--- src/rtl/fetch_sequencer.sv ---
// fetch_sequencer: owns the PC, drives the instruction ROM and fills IF/ID for the 5-stage MIPS pipeline.
// Optional FETCH_KERNEL_MODE_EN: pc[31] marks supervisor mode, masks irq_i and is preserved by pc+4.
module fetch_sequencer #(
    parameter logic [31:0] RESET_VEC = 32'h8000_0000,
    parameter logic [31:0] IRQ_VEC   = 32'h8000_0004,
    parameter logic [31:0] EXC_VEC   = 32'h8000_0008
) (
    input  logic        clk,
    input  logic        reset,
    input  logic        stall_i,
    input  logic        branch_i,
    input  logic [31:0] branch_tgt_i,
    input  logic        exc_i,
    input  logic        jump_i,
    input  logic [31:0] jump_tgt_i,
    input  logic        irq_i,
    output logic [31:0] imem_addr_o,
    input  logic [31:0] imem_instr_i,
    output logic [31:0] ifid_instr_o,
    output logic [31:0] ifid_pc4_o,
    output logic        ifid_valid_o,
    output logic        flush_id_o,
    output logic        k0_we_o,
    output logic [31:0] k0_data_o
);

    localparam int unsigned XLEN = 32;

    logic [XLEN-1:0] pc;
    logic [XLEN-1:0] pc_inc;
    logic            irq_take;

    logic [XLEN-1:0] pc_nxt;
    logic [XLEN-1:0] instr_nxt;
    logic [XLEN-1:0] pc4_nxt;
    logic            valid_nxt;
    logic            k0_we_nxt;
    logic [XLEN-1:0] k0_data_nxt;
    logic            redirect;

`ifdef FETCH_KERNEL_MODE_EN
    assign pc_inc   = {pc[XLEN-1], pc[XLEN-2:0] + (XLEN-1)'(4)};
    assign irq_take = irq_i & ~stall_i & ~pc[XLEN-1];
`else
    assign pc_inc   = pc + XLEN'(4);
    assign irq_take = irq_i & ~stall_i;
`endif

    assign imem_addr_o = pc;
    assign flush_id_o  = branch_i | exc_i;

    // Next-PC arbitration: branch > exception > jump > irq > stall > sequential.
    always_comb begin
        pc_nxt      = pc;
        instr_nxt   = ifid_instr_o;
        pc4_nxt     = ifid_pc4_o;
        valid_nxt   = ifid_valid_o;
        k0_we_nxt   = 1'b0;
        k0_data_nxt = k0_data_o;
        redirect    = 1'b0;

        if (branch_i) begin
            pc_nxt   = branch_tgt_i;
            redirect = 1'b1;
        end else if (exc_i) begin
            pc_nxt      = EXC_VEC;
            redirect    = 1'b1;
            k0_we_nxt   = 1'b1;
            k0_data_nxt = ifid_pc4_o;
        end else if (jump_i) begin
            pc_nxt   = jump_tgt_i;
            redirect = 1'b1;
        end else if (irq_take) begin
            pc_nxt      = IRQ_VEC;
            redirect    = 1'b1;
            k0_we_nxt   = 1'b1;
            k0_data_nxt = pc;
        end else if (!stall_i) begin
            pc_nxt    = pc_inc;
            instr_nxt = imem_instr_i;
            pc4_nxt   = pc_inc;
            valid_nxt = 1'b1;
        end

        // No delay slot: every redirect squashes the word being fetched.
        if (redirect) begin
            instr_nxt = '0;
            pc4_nxt   = '0;
            valid_nxt = 1'b0;
        end
    end

    always_ff @(posedge clk) begin
        if (reset) begin
            pc           <= RESET_VEC;
            ifid_instr_o <= '0;
            ifid_pc4_o   <= '0;
            ifid_valid_o <= 1'b0;
            k0_we_o      <= 1'b0;
            k0_data_o    <= '0;
        end else begin
            pc           <= pc_nxt;
            ifid_instr_o <= instr_nxt;
            ifid_pc4_o   <= pc4_nxt;
            ifid_valid_o <= valid_nxt;
            k0_we_o      <= k0_we_nxt;
            k0_data_o    <= k0_data_nxt;
        end
    end

endmodule

--- config.mk ---
export PLATFORM = sky130hd
export DESIGN_NAME = fetch_sequencer
export DESIGN_NICKNAME = d
export VERILOG_FILES = /design/src/rtl/fetch_sequencer.sv
export SDC_FILE = /design/constraint.sdc
export NUM_CORES = 1
export LEC_CHECK = 0
export BUFFER_PORTS_ARGS = -buffer_cell sky130_fd_sc_hd__buf_2
export CAP_MARGIN = 40
export CORE_AREA = 4 4 117 119
export DETAILED_ROUTE_END_ITERATION = 8
export DIE_AREA = 0 0 121 123
export PLACE_DENSITY = 0.76
export SLEW_MARGIN = 10
export SYNTH_ARGS = -nofsm -noshare
export SYNTH_HDL_FRONTEND = slang
export SYNTH_SLANG_ARGS = --single-unit
--- constraint.sdc ---
create_clock -name clk -period 3.2 [get_ports clk]
set_clock_uncertainty 0.15 [all_clocks]
set_input_delay 0.64 -clock clk [delete_from_list [all_inputs] [get_ports clk]]
set_output_delay 0.64 -clock clk [all_outputs]
set_load 0.1 [all_outputs]
Word level (Yosys, flattened, before mapping)
Index checks and enable logic that the tools add are counted.
- bits in writable memories: 0
- input port bits: 103
- bits in latches: 0
- register bits after elaboration: 130
- word-level logic and storage cells: 35
- memory bits (read-only): 0
- output and inout port bits: 131
- memories: 0
- reduce and logical (&&, ||, !) cells: 5
- muxes and demuxes: 14
- add/subtract/negate cells: 1
- divide/modulo/power cells: 0
- magnitude comparators: 0
- equality and inequality tests: 2
- bitwise operators: 7
- multiply operators: 0
- shifts and indexed selects: 0
- operators by type and width (kind ; count):
    $mux W32 ; 8
    $add A32 B3 Y32 const B ; 1
    $mux W1 ; 6
    $ne A5 B1 Y1 const B ; 1
    $not A1 Y1 ; 5
    $reduce_and A5 Y1 ; 1
    $reduce_or A2 Y1 ; 2
    $reduce_and A3 Y1 ; 1
    $ne A2 B2 Y1 const B ; 1
    $reduce_bool A2 Y1 ; 1
    $and A1 B1 Y1 ; 1
    $or A1 B1 Y1 ; 1

Longest topological paths before layout
Gate-level depths: netlist of run 1.
- depth after elaboration: 7
- gate-level depth with buffers: 8

Worst setup path before layout of run 1
Ideal clock, no wire load.
- kind: flip-flop to flip-flop
- from: register pc[2], in the netlist imem_addr_o[2]
- to: register pc[30], in the netlist imem_addr_o[30]
- cell stages (with the launch flop): 7
- required time: 2913 ps
- data arrival time: 2828 ps
- slack: 86 ps
- library setup time: 137 ps
- clock period less this slack: 3114 ps
- cell sequence: dfxtp_1 -> ha_1 -> nand4_2 -> or4_4 -> nor4_2 -> mux2i_1 -> o32ai_1
- word-level cells in the longest chain between the ends: 6
- RTL lines (what ; line ; source):
    start, declared ; 29 ; logic [XLEN-1:0] pc;
    start signal, assigned ; 102 ; pc <= pc_nxt;
    $add A32 B3 Y32 ; 45 ; assign pc_inc = pc + XLEN'(4);
    $mux W32 ; 78 ; end else if (!stall_i) begin
    $mux W32 ; 73 ; end else if (irq_take) begin
    $mux W32 ; 70 ; end else if (jump_i) begin
    $mux W32 ; 65 ; end else if (exc_i) begin
    $mux W32 ; 62 ; if (branch_i) begin
Every way passes these cells. The select of a mux whose other input is x is not followed.
A chain may end at the register's enable or synchronous reset.

Final worst setup path of run 1
- from: register pc[3], in the netlist imem_addr_o[3]
- to: register pc[30], in the netlist imem_addr_o[30]
Same word-level chain as after synthesis.

==> results of run 1 <==
cells by family after synthesis:
kind of cell    count (synthesis)  share of synthesized area (%)
compound gates                189                          20.75
xor+xnor                       19                          2.687
fa+ha+maj                       1                         0.2020
buf+inv                        78                          5.515
flops                         130                          42.02
mux                            69                          11.15
simple gates                  228                          17.68
flip-flops by register name, summed over array words and instances, names as in the netlist:
name and cells:
k0_we_o 1, k0_data_o 32, ifid_valid_o 1, ifid_pc4_o 32, ifid_instr_o 32, imem_addr_o 32
cells in the mapped netlist, drive strengths merged (2+ instances only):
master | count | area [µm²]
dfxtp | 130 | 2603
buf | 29 | 157.7
a221o | 7 | 70.07
or2 | 2 | 12.51
a2bb2oi | 2 | 17.52
o211ai | 2 | 15.01
nand4 | 11 | 90.08
o22a | 2 | 17.52
a211oi | 48 | 365.3
inv | 11 | 41.29
nor3b | 2 | 15.01
o31a | 7 | 61.31
o2111a | 2 | 22.52
nor2b | 2 | 12.51
xnor2 | 15 | 131.4
a221oi | 14 | 128.9
or4 | 4 | 37.53
nand3 | 13 | 65.06
a222oi | 2 | 20.02
and4 | 6 | 52.55
nand2 | 44 | 165.2
a31oi | 5 | 31.28
mux2i | 69 | 690.7
nor3 | 14 | 70.07
nor4 | 12 | 108.9
xor2 | 4 | 35.03
o21a | 4 | 30.03
a21oi | 46 | 230.2
and3 | 5 | 31.28
nor2 | 110 | 412.9
clkbuf | 38 | 142.6
o21ai | 40 | 200.2
final cells by class:
type                       instances  area share, %
sequential                       130          32.48
tap                              172          2.686
clock buffer                      23          5.966
timing repair buffer             255          16.80
inverter                          11         0.5154
antenna                            1        0.03124
multi-input combinational        506          40.79
clock inverter                     6         0.7184
path summary, 6_finish.rpt:
| check | cells after the start | endpoint | start |
|---|---|---|---|
| max | 6 | imem_addr_o[30] | imem_addr_o[3] |
| min | 3 | ifid_instr_o[14] | imem_instr_i[14] |
| max reg2reg | 6 | imem_addr_o[30] | imem_addr_o[3] |
| min reg2reg | 1 | ifid_valid_o | ifid_valid_o |
worst max-delay path: stages (launching register included):
cell,delay (ps)
dfxtp_1,440
ha_1,330
nand4_2,180
or4_4,610
nor4_2,410
mux2i_1,240
o32ai_1,100
cell usage in the layout (no fill, tap or decap), types with 6 or more instances in the layout:
master     instances
nand2_1           44
mux2i_1           69
a221oi_1          13
buf_4             22
o31a_1             7
buf_2            232
nand4_1            9
o21ai_0           39
xnor2_1           15
dfxtp_1          130
a221o_1            7
a211oi_1          47
clkbuf_16         17
nand3_1           13
a21oi_1           46
nor2_1           109
nor4_1             8
inv_1             11
nor3_1            14
and4_1             6
power groups by stage:
stage,combinational [mW],sequential (mW),clock (mW)
floorplan,0.290,2.15,0
CTS,0.870,1.74,1.81
detailed placement,0.868,1.77,0
global route,0.919,1.75,1.89
finish,0.871,1.74,1.79
global placement,0.863,1.77,0
per-layer routing:
| layer | up-vias | track usage, % |
|---|---|---|
| met5 | - | 0 |
| li1 | 3021 | - |
| met2 | 289 | 41.47 |
| met3 | 33 | 8.783 |
| met1 | 2880 | 32.62 |
| met4 | 0 | 11.69 |
through the flow:
step,cells,hold WS (ps),area (µm²)
detailed placement,1074,305.5,7473
global placement,1074,304.7,7473
floorplan,714,357.1,6193
global route,1103,315.4,8009
CTS,1103,289.1,8009
finish,1104,305.3,8011
==> results.tsv, run 1 <==
stage	metric	value	unit
routing	wl_met3	1.905	mm
pwr	power_frac_seq	39.6	%
sta	setup_viol	0	
routing	drt_pass1_iterations	5	
placement	dpl.hpwl	13.98	mm
placement	port_buffers	233	
finish	utilization	63.74	%
yosys	synth_edf_count	0	
clocking	cts-resized-gates	0	
yosys	yosysWarnings	0	
die	die_h	123	µm
die	ios	234	
pwr	switching_share	31.75	%
global_routing	gr-usage-all-layers	26.22	%
sta	worstMarginPinSlew	732.5	ps
sta	tns	0	ps
yosys	avgSynthCellArea	8.674	µm²
finish	register_area	2603	µm²
global_routing	grt_pass1_wl	30.82	mm
finish	areaGrowthSynthToFinish	29.35	%
global_routing	antenna_found_initial	0	
critical_path	cp-start-kind	register	
yosys	yosys_register_bits	130	
clocking	clock_tree.root_cell	clkbuf_16	
critical_path	critPathKind	register to register	
finish	nets	1025	
routing	drc	0	
routing	drt_iter0_markers	496	
routing	ant_nets	0	
die	die_width	121	µm
yosys	netlist_area	6193	µm²
placement	gp_congestion	0.8968	
sta	min_period	2607	ps
critical_path	critical_path.endpoint_type	register	
clocking	post-cts-setup-buffers	0	
yosys	synth_nets	818	
die	num_rows	41	
sta	fin_ws	592.7	ps
die	core	12570	µm²
clocking	clk_pin_slew	50	ps
run	cap_violations	0	
routing	routedWlPerCell	17.79	µm
global_routing	grt_pass1_vias	6017	
pwr	power_density	549.1	nW/µm²
yosys	synth_cell_types	55	
finish	fillers	1154	
worst_hold_path	hp-class	primary input to register	
critical_path	rrSetupSlack	590	ps
routing	drt-met1-wl	8.192	mm
pwr	vdd_ir_drop_max	0.2907	mV
yosys	synthFlopType	dfxtp_1	
pwr	clkPwrFrac	40.6	%
clocking	clock_path_buffers	2	
routing	top_layer_used	met4	
pwr	switchingPower	1.397	mW
routing	via_per_inst	5.637	
clocking	clkSinkCount	130	
clocking	clock_latency	410	ps
clocking	cts_buffers	17	
critical_path	cp.arrival	2730	ps
die	die_area	14880	µm²
sta	relSlewSlack	50.71	%
sta	fmax	383.5	MHz
sta	final-max-slew-violation-count	0	
placement	pre_cts_slack	632.7	ps
pwr	p_int	3.003	mW
finish	multi_input_area	3268	µm²
sta	hold_viol	0	
global_routing	gr-total-overflow	0	
clocking	htreeDepth	4	
finish	drive_gt1_share	32.01	%
routing	routed-via-count	6223	
yosys	syn_inst	714	
sta	post-route-period-util	81.48	%
yosys	ys_seq_area_share	42.02	%
routing	route.met2.wl	9.076	mm
clocking	cts_tree	built	
pwr	combinationalPowerShare	19.8	%
routing	drt-total-wl	19.64	mm
global_routing	grt_max_degree	62	
die	initial_core_util	49.28	%
sta	rsz0062_at_grt	false	
critical_path	cp_data_required_time	3320	ps
clocking	postCtsHoldBufs	0	
critical_path	worst-path-max-fanout	7	
status	outcome	finished clean	
pwr	finalPower	4.399	mW
pwr	p_leak	3.556	nW
yosys	synthArstFlopShare	0	%
(Power assumes the default switching activity.)
==> run 2, diff against run 1 <==
==> constraint.sdc (replaced) <==
create_clock -name clk -period 2.7 [get_ports clk]
set_clock_uncertainty 0.15 [all_clocks]
set_input_delay 0.54 -clock clk [delete_from_list [all_inputs] [get_ports clk]]
set_output_delay 0.54 -clock clk [all_outputs]
set_load 0.1 [all_outputs]
==> run 2 against run 1 <==
  * Wire length rose by 2.3%
  * Sequential share of layout area decreased by 0.52 points
  * Combinational power increased by 21%
  * Setup slack got worse by 370 ps
  * Maximum frequency increased by 5.3%
  * Flip-flop and latch count unchanged
  * Die area unchanged
  * Clock-buffer cell count decreased by 4
  * Design area rose by 2.5%
  * First-iteration DRC count shrank 20%
  * Total power increased by 28%
  * Critical path type unchanged
  * Highest routed layer unchanged
==> results.tsv, run 2 (synthesis results as in run 1) <==
stage	metric	value	unit	change
pwr	vdd_ir_drop_max	0.5482	mV	+89%
critical_path	critical_path.endpoint_type	register		
global_routing	grt_max_degree	62		unchanged
clocking	cts_buffers	17		unchanged
die	die_h	123	µm	unchanged
clocking	clock_path_buffers	2		unchanged
critical_path	rrSetupSlack	220	ps	-370 ps
status	outcome	finished clean		
finish	areaGrowthSynthToFinish	32.59	%	
clocking	cts-resized-gates	0		unchanged
routing	drt_pass1_iterations	7		+2
routing	via_per_inst	5.624		-0.22%
die	num_rows	41		unchanged
global_routing	antenna_found_initial	0		unchanged
placement	numPlacedInstances	1081		+0.65%
clocking	postCtsHoldBufs	0		unchanged
clocking	clkSinkCount	130		unchanged
sta	fmax	403.8	MHz	+5.3%
sta	relSlewSlack	52.55	%	+1.8 points
run	cap_violations	0		unchanged
pwr	p_leak	3.655	nW	+2.8%
global_routing	gr-total-overflow	0		unchanged
sta	setup_viol	0		unchanged
sta	rsz0062_at_grt	false		
clocking	post-cts-setup-buffers	0		unchanged
critical_path	cp-start-kind	register		
sta	fin_hold_ws	196.5	ps	-108.7 ps
placement	pre_cts_slack	254.6	ps	-378.2 ps
routing	ant_nets	0		unchanged
critical_path	cp.arrival	2610	ps	-120 ps
routing	drt_iter0_markers	396		-20%
placement	gp_congestion	0.8799		-1.9%
critical_path	critPathKind	register to register		
pwr	finalPower	5.639	mW	+28%
die	initial_core_util	49.28	%	unchanged
finish	nets	1032		+0.68%
worst_hold_path	hp-class	primary input to register		
die	die_area	14880	µm²	unchanged
finish	instances_no_fill	1113		+0.82%
sta	post-route-period-util	91.71	%	+10 points
clocking	cts_tree	built		
pwr	power_density	686.8	nW/µm²	+25%
clocking	clk_pin_slew	60	ps	about the same
sta	min_period	2476	ps	-131.1 ps
routing	routedWlPerCell	18.05	µm	+1.5%
die	die_width	121	µm	unchanged
sta	fin_ws	223.8	ps	-368.9 ps
clocking	clock_latency	420	ps	about the same
sta	worstMarginPinSlew	711.8	ps	-20.74 ps
global_routing	gr-usage-all-layers	26.29	%	+0.072 points
critical_path	worst-path-max-fanout	7		unchanged
global_routing	grt_pass1_vias	5801		-3.6%
finish	mostFrequentLayoutCell	buf_2		
routing	drc	0		unchanged
sta	final-max-slew-violation-count	0		unchanged
sta	hold_viol	0		unchanged
clocking	htreeDepth	4		unchanged
placement	port_buffers	233		unchanged
global_routing	grt_pass1_wl	30.91	mm	+0.29%
critical_path	cp_data_required_time	2830	ps	-490 ps
finish	diodes	0		-1
routing	routed-via-count	6260		+0.59%
finish	mostFrequentLayoutCells	232 x buf_2, 112 x dfxtp_1, 109 x nor2_1, 69 x mux2i_1, 47 x a211oi_1		
die	ios	234		unchanged
die	core	12570	µm²	unchanged
routing	drt-total-wl	20.09	mm	+2.3%
finish	drive_gt1_share	34.86	%	+2.8 points
placement	dpl.hpwl	14.48	mm	+3.6%
clocking	clock_tree.root_cell	clkbuf_16		
run 2: routing by layer:
layer,GRT usage [%],part of all wire (%),vias to the layer above
li1,-,-,3031
met1,35.18,42,2905
met2,41.85,47,296
met3,7.091,9.2,28
met4,7.790,1.3,0
met5,0,0,-
run 2: layout make-up:
cell class              instances  area, µm²
clock buffers                  19      442.9
clock inverters                13      207.7
fillers                      1049       4357
inverters                      11      41.29
multi-input cells             506       3268
flip-flops and latches        130       2625
well taps                     172      215.2
repair buffers                262       1411
run 2: through the flow:
step	cell area (µm²)	TNS (ps)	utilization (%)
2_1_floorplan	6216	-30.42	-
3_3_place_gp	7561	0	60.16
3_5_place_dp	7561	0	60.16
4_1_cts	8212	0	65.34
5_1_grt	8212	0	65.34
6_report	8212	0	65.34
run 2: path summary, 6_finish.rpt:
path	from	to	cells past startpoint
max	imem_addr_o[3]	imem_addr_o[30]	6
min	imem_instr_i[5]	ifid_instr_o[5]	3
max reg2reg	imem_addr_o[3]	imem_addr_o[30]	6
min reg2reg	ifid_pc4_o[4]	ifid_pc4_o[4]	2
run 2: critical path, cell delays in order (launching register included):
cell	delay, ps
dfxtp_2	380
ha_1	320
nand4_2	170
or4_4	600
nor4_2	390
mux2i_1	230
o32ai_1	100
run 2: report_power, final:
group / leakage, nW / total [mW] / switching [mW] / internal (mW)
clock network: 0.317 / 2.53 / 0.865 / 1.66
logic: 2.27 / 1.05 / 0.783 / 0.263
registers: 1.07 / 2.07 / 0.0755 / 1.99
==> run 3, diff against run 2 <==
--- a/config.mk
+++ b/config.mk
@@ -7,9 +7,9 @@
 export LEC_CHECK = 0
 export BUFFER_PORTS_ARGS = -buffer_cell sky130_fd_sc_hd__buf_2
 export CAP_MARGIN = 40
-export CORE_AREA = 4 4 117 119
+export CORE_AREA = 2 2 115 117
 export DETAILED_ROUTE_END_ITERATION = 8
-export DIE_AREA = 0 0 121 123
+export DIE_AREA = 0 0 117 119
 export PLACE_DENSITY = 0.76
 export SLEW_MARGIN = 10
 export SYNTH_ARGS = -nofsm -noshare
==> run 3 against run 2 <==
  * First-iteration DRC count increased by 2.3%
  * Largest power group is now registers
  * Sequential share of layout area increased by 0.71 points
  * Critical path type unchanged
  * Via count decreased by 0.11%
  * Design area decreased by 2.2%
  * Setup slack got worse by 9.5 ps
  * Combinational power about the same
  * Total power decreased by 9.4%
  * Clock power decreased by 21%
  * Register-to-register slack about the same
  * Utilization decreased by 2.9 points
==> results.tsv, run 3 (synthesis results as in run 1) <==
stage	metric	value	unit	change
clocking	post-cts-setup-buffers	0		unchanged
placement	numPlacedInstances	1081		unchanged
clocking	cts_buffers	17		unchanged
sta	worstMarginPinSlew	741.7	ps	+29.87 ps
die	die_h	119	µm	-3.3%
global_routing	grt_max_degree	62		unchanged
critical_path	slowest_stage	or4_4		
pwr	power_density	635.9	nW/µm²	-7.4%
routing	drt_pass1_iterations	5		-2
sta	tns	0	ps	unchanged
sta	setup_viol	0		unchanged
clocking	clk_pin_slew	60	ps	about the same
critical_path	cp.arrival	2600	ps	about the same
die	initial_core_util	48.10	%	-1.2 points
sta	relSlewSlack	50.55	%	-2.0 points
clocking	clock_path_buffers	2		unchanged
pwr	p_leak	3.564	nW	-2.5%
routing	drt-total-wl	18.96	mm	-5.6%
clocking	cts-resized-gates	0		unchanged
routing	drc	0		unchanged
clocking	postCtsHoldBufs	0		unchanged
global_routing	grt_pass1_wl	29.66	mm	-4.0%
critical_path	critPathKind	register to register		
global_routing	gr-usage-all-layers	27.26	%	+0.97 points
die	core	12870	µm²	+2.4%
routing	via_per_inst	5.618		-0.11%
routing	routed-via-count	6253		-0.11%
routing	drt_iter0_markers	405		+2.3%
finish	nets	1028		-0.39%
clocking	cts_tree	built		
global_routing	grt_pass1_vias	5901		+1.7%
run	cap_violations	0		unchanged
critical_path	cp_top_family	simple AND/OR/NAND/NOR gates		
finish	instances_no_fill	1113		unchanged
finish	drive_gt1_share	33.97	%	-0.88 points
placement	port_buffers	233		unchanged
routing	routedWlPerCell	17.04	µm	-5.6%
die	die_width	117	µm	-3.3%
critical_path	cp-start-kind	register		
die	ios	234		unchanged
finish	mostFrequentLayoutCell	buf_2		
critical_path	cp_data_required_time	2820	ps	about the same
clocking	clkSinkCount	130		unchanged
global_routing	antenna_found_initial	0		unchanged
placement	gp_congestion	0.8817		+0.20%
sta	fmax	402.3	MHz	-0.38%
finish	utilization	62.40	%	-2.9 points
sta	min_period	2486	ps	+9.528 ps
finish	areaGrowthSynthToFinish	29.72	%	
worst_hold_path	hp-class	primary input to register		
placement	dpl.hpwl	13.63	mm	-5.8%
die	num_rows	42		+2.4%
clocking	clock_tree.root_cell	clkbuf_16		
sta	hold_viol	0		unchanged
clocking	clock_latency	420	ps	about the same
clocking	htreeDepth	4		unchanged
routing	ant_nets	0		unchanged
finish	fin_area	8034	µm²	-2.2%
critical_path	cp_slowest_stage_delay	590	ps	about the same
critical_path	worst-path-max-fanout	7		unchanged
die	die_area	13920	µm²	-6.5%
pwr	vdd_ir_drop_max	0.3873	mV	-29%
global_routing	gr-total-overflow	0		unchanged
critical_path	critical_path.endpoint_type	register		
placement	dpl_cell_area	7523	µm²	-0.50%
critical_path	cp_num_buf_inv	0		unchanged
finish	mostFrequentLayoutCells	232 x buf_2, 112 x dfxtp_1, 109 x nor2_1, 69 x mux2i_1, 47 x a211oi_1		
sta	rsz0062_at_grt	false		
critical_path	cp_cell_sequence	ha_1, nand4_2, or4_4, nor4_2, mux2i_1, o32ai_1		
sta	post-route-period-util	92.06	%	+0.35 points
status	outcome	finished clean		
pwr	finalPower	5.109	mW	-9.4%
sta	final-max-slew-violation-count	0		unchanged
[run 3: cell types whose count changed in the layout (fill, tap and decap cells not counted), sizes merged]
| cell | previous run | this run |
|---|---|---|
| buf | 262 | 258 |
| inv | 12 | 11 |
| clkinv | 6 | 5 |
| bufinv | 5 | 0 |
| clkbuf | 19 | 25 |
| diode | 0 | 1 |
[run 3: final timing paths]
| check | startpoint | end | slack, ps | cells after the start |
|---|---|---|---|---|
| max | imem_addr_o[3] | imem_addr_o[30] | 210 | 6 |
| min | imem_instr_i[30] | ifid_instr_o[30] | 200 | 3 |
| max reg2reg | imem_addr_o[3] | imem_addr_o[30] | 210 | 6 |
| min reg2reg | ifid_pc4_o[27] | ifid_pc4_o[27] | 310 | 2 |
[run 3: cell type report]
cell class | count | area (µm²)
flip-flops and latches | 130 | 2625
fillers | 1163 | 4841
diodes | 1 | 2.502
repair buffers | 258 | 1369
inverters | 11 | 41.29
clock buffers | 25 | 475.5
multi-input cells | 506 | 3268
well taps | 176 | 220.2
clock inverters | 6 | 32.53
[run 3: metrics by stage]
stage / hold WS [ps] / setup WS, ps
final: 202.5 / 214.3
after global routing: 203.1 / 108.5
after CTS: 192.0 / 243.4
after detailed placement: 306.6 / 263.1
after global placement: 301.8 / 321.2
after floorplan: 357.1 / -30.42
[run 3: report_power, final]
| group | switching, mW | internal (mW) | total, mW |
|---|---|---|---|
| clock network | 0.805 | 1.21 | 2.01 |
| logic | 0.770 | 0.257 | 1.03 |
| registers | 0.0802 | 1.99 | 2.07 |
[run 3: layer usage]
| layer | GRT usage (%) | wire length (µm) | vias to the layer above |
|---|---|---|---|
| met5 | 0 | 0 | - |
| met2 | 43.28 | 8658 | 273 |
| met4 | 11.62 | 547 | 0 |
| met1 | 33.90 | 8095 | 2902 |
| met3 | 8.550 | 1660 | 47 |
| li1 | - | - | 3031 |
[run 3: worst min-delay path: cells and delay by family]
kind,cells,cell delay [ps]
and+or+nand+nor,1,70
buffers and inverters,1,70
muxes,1,50
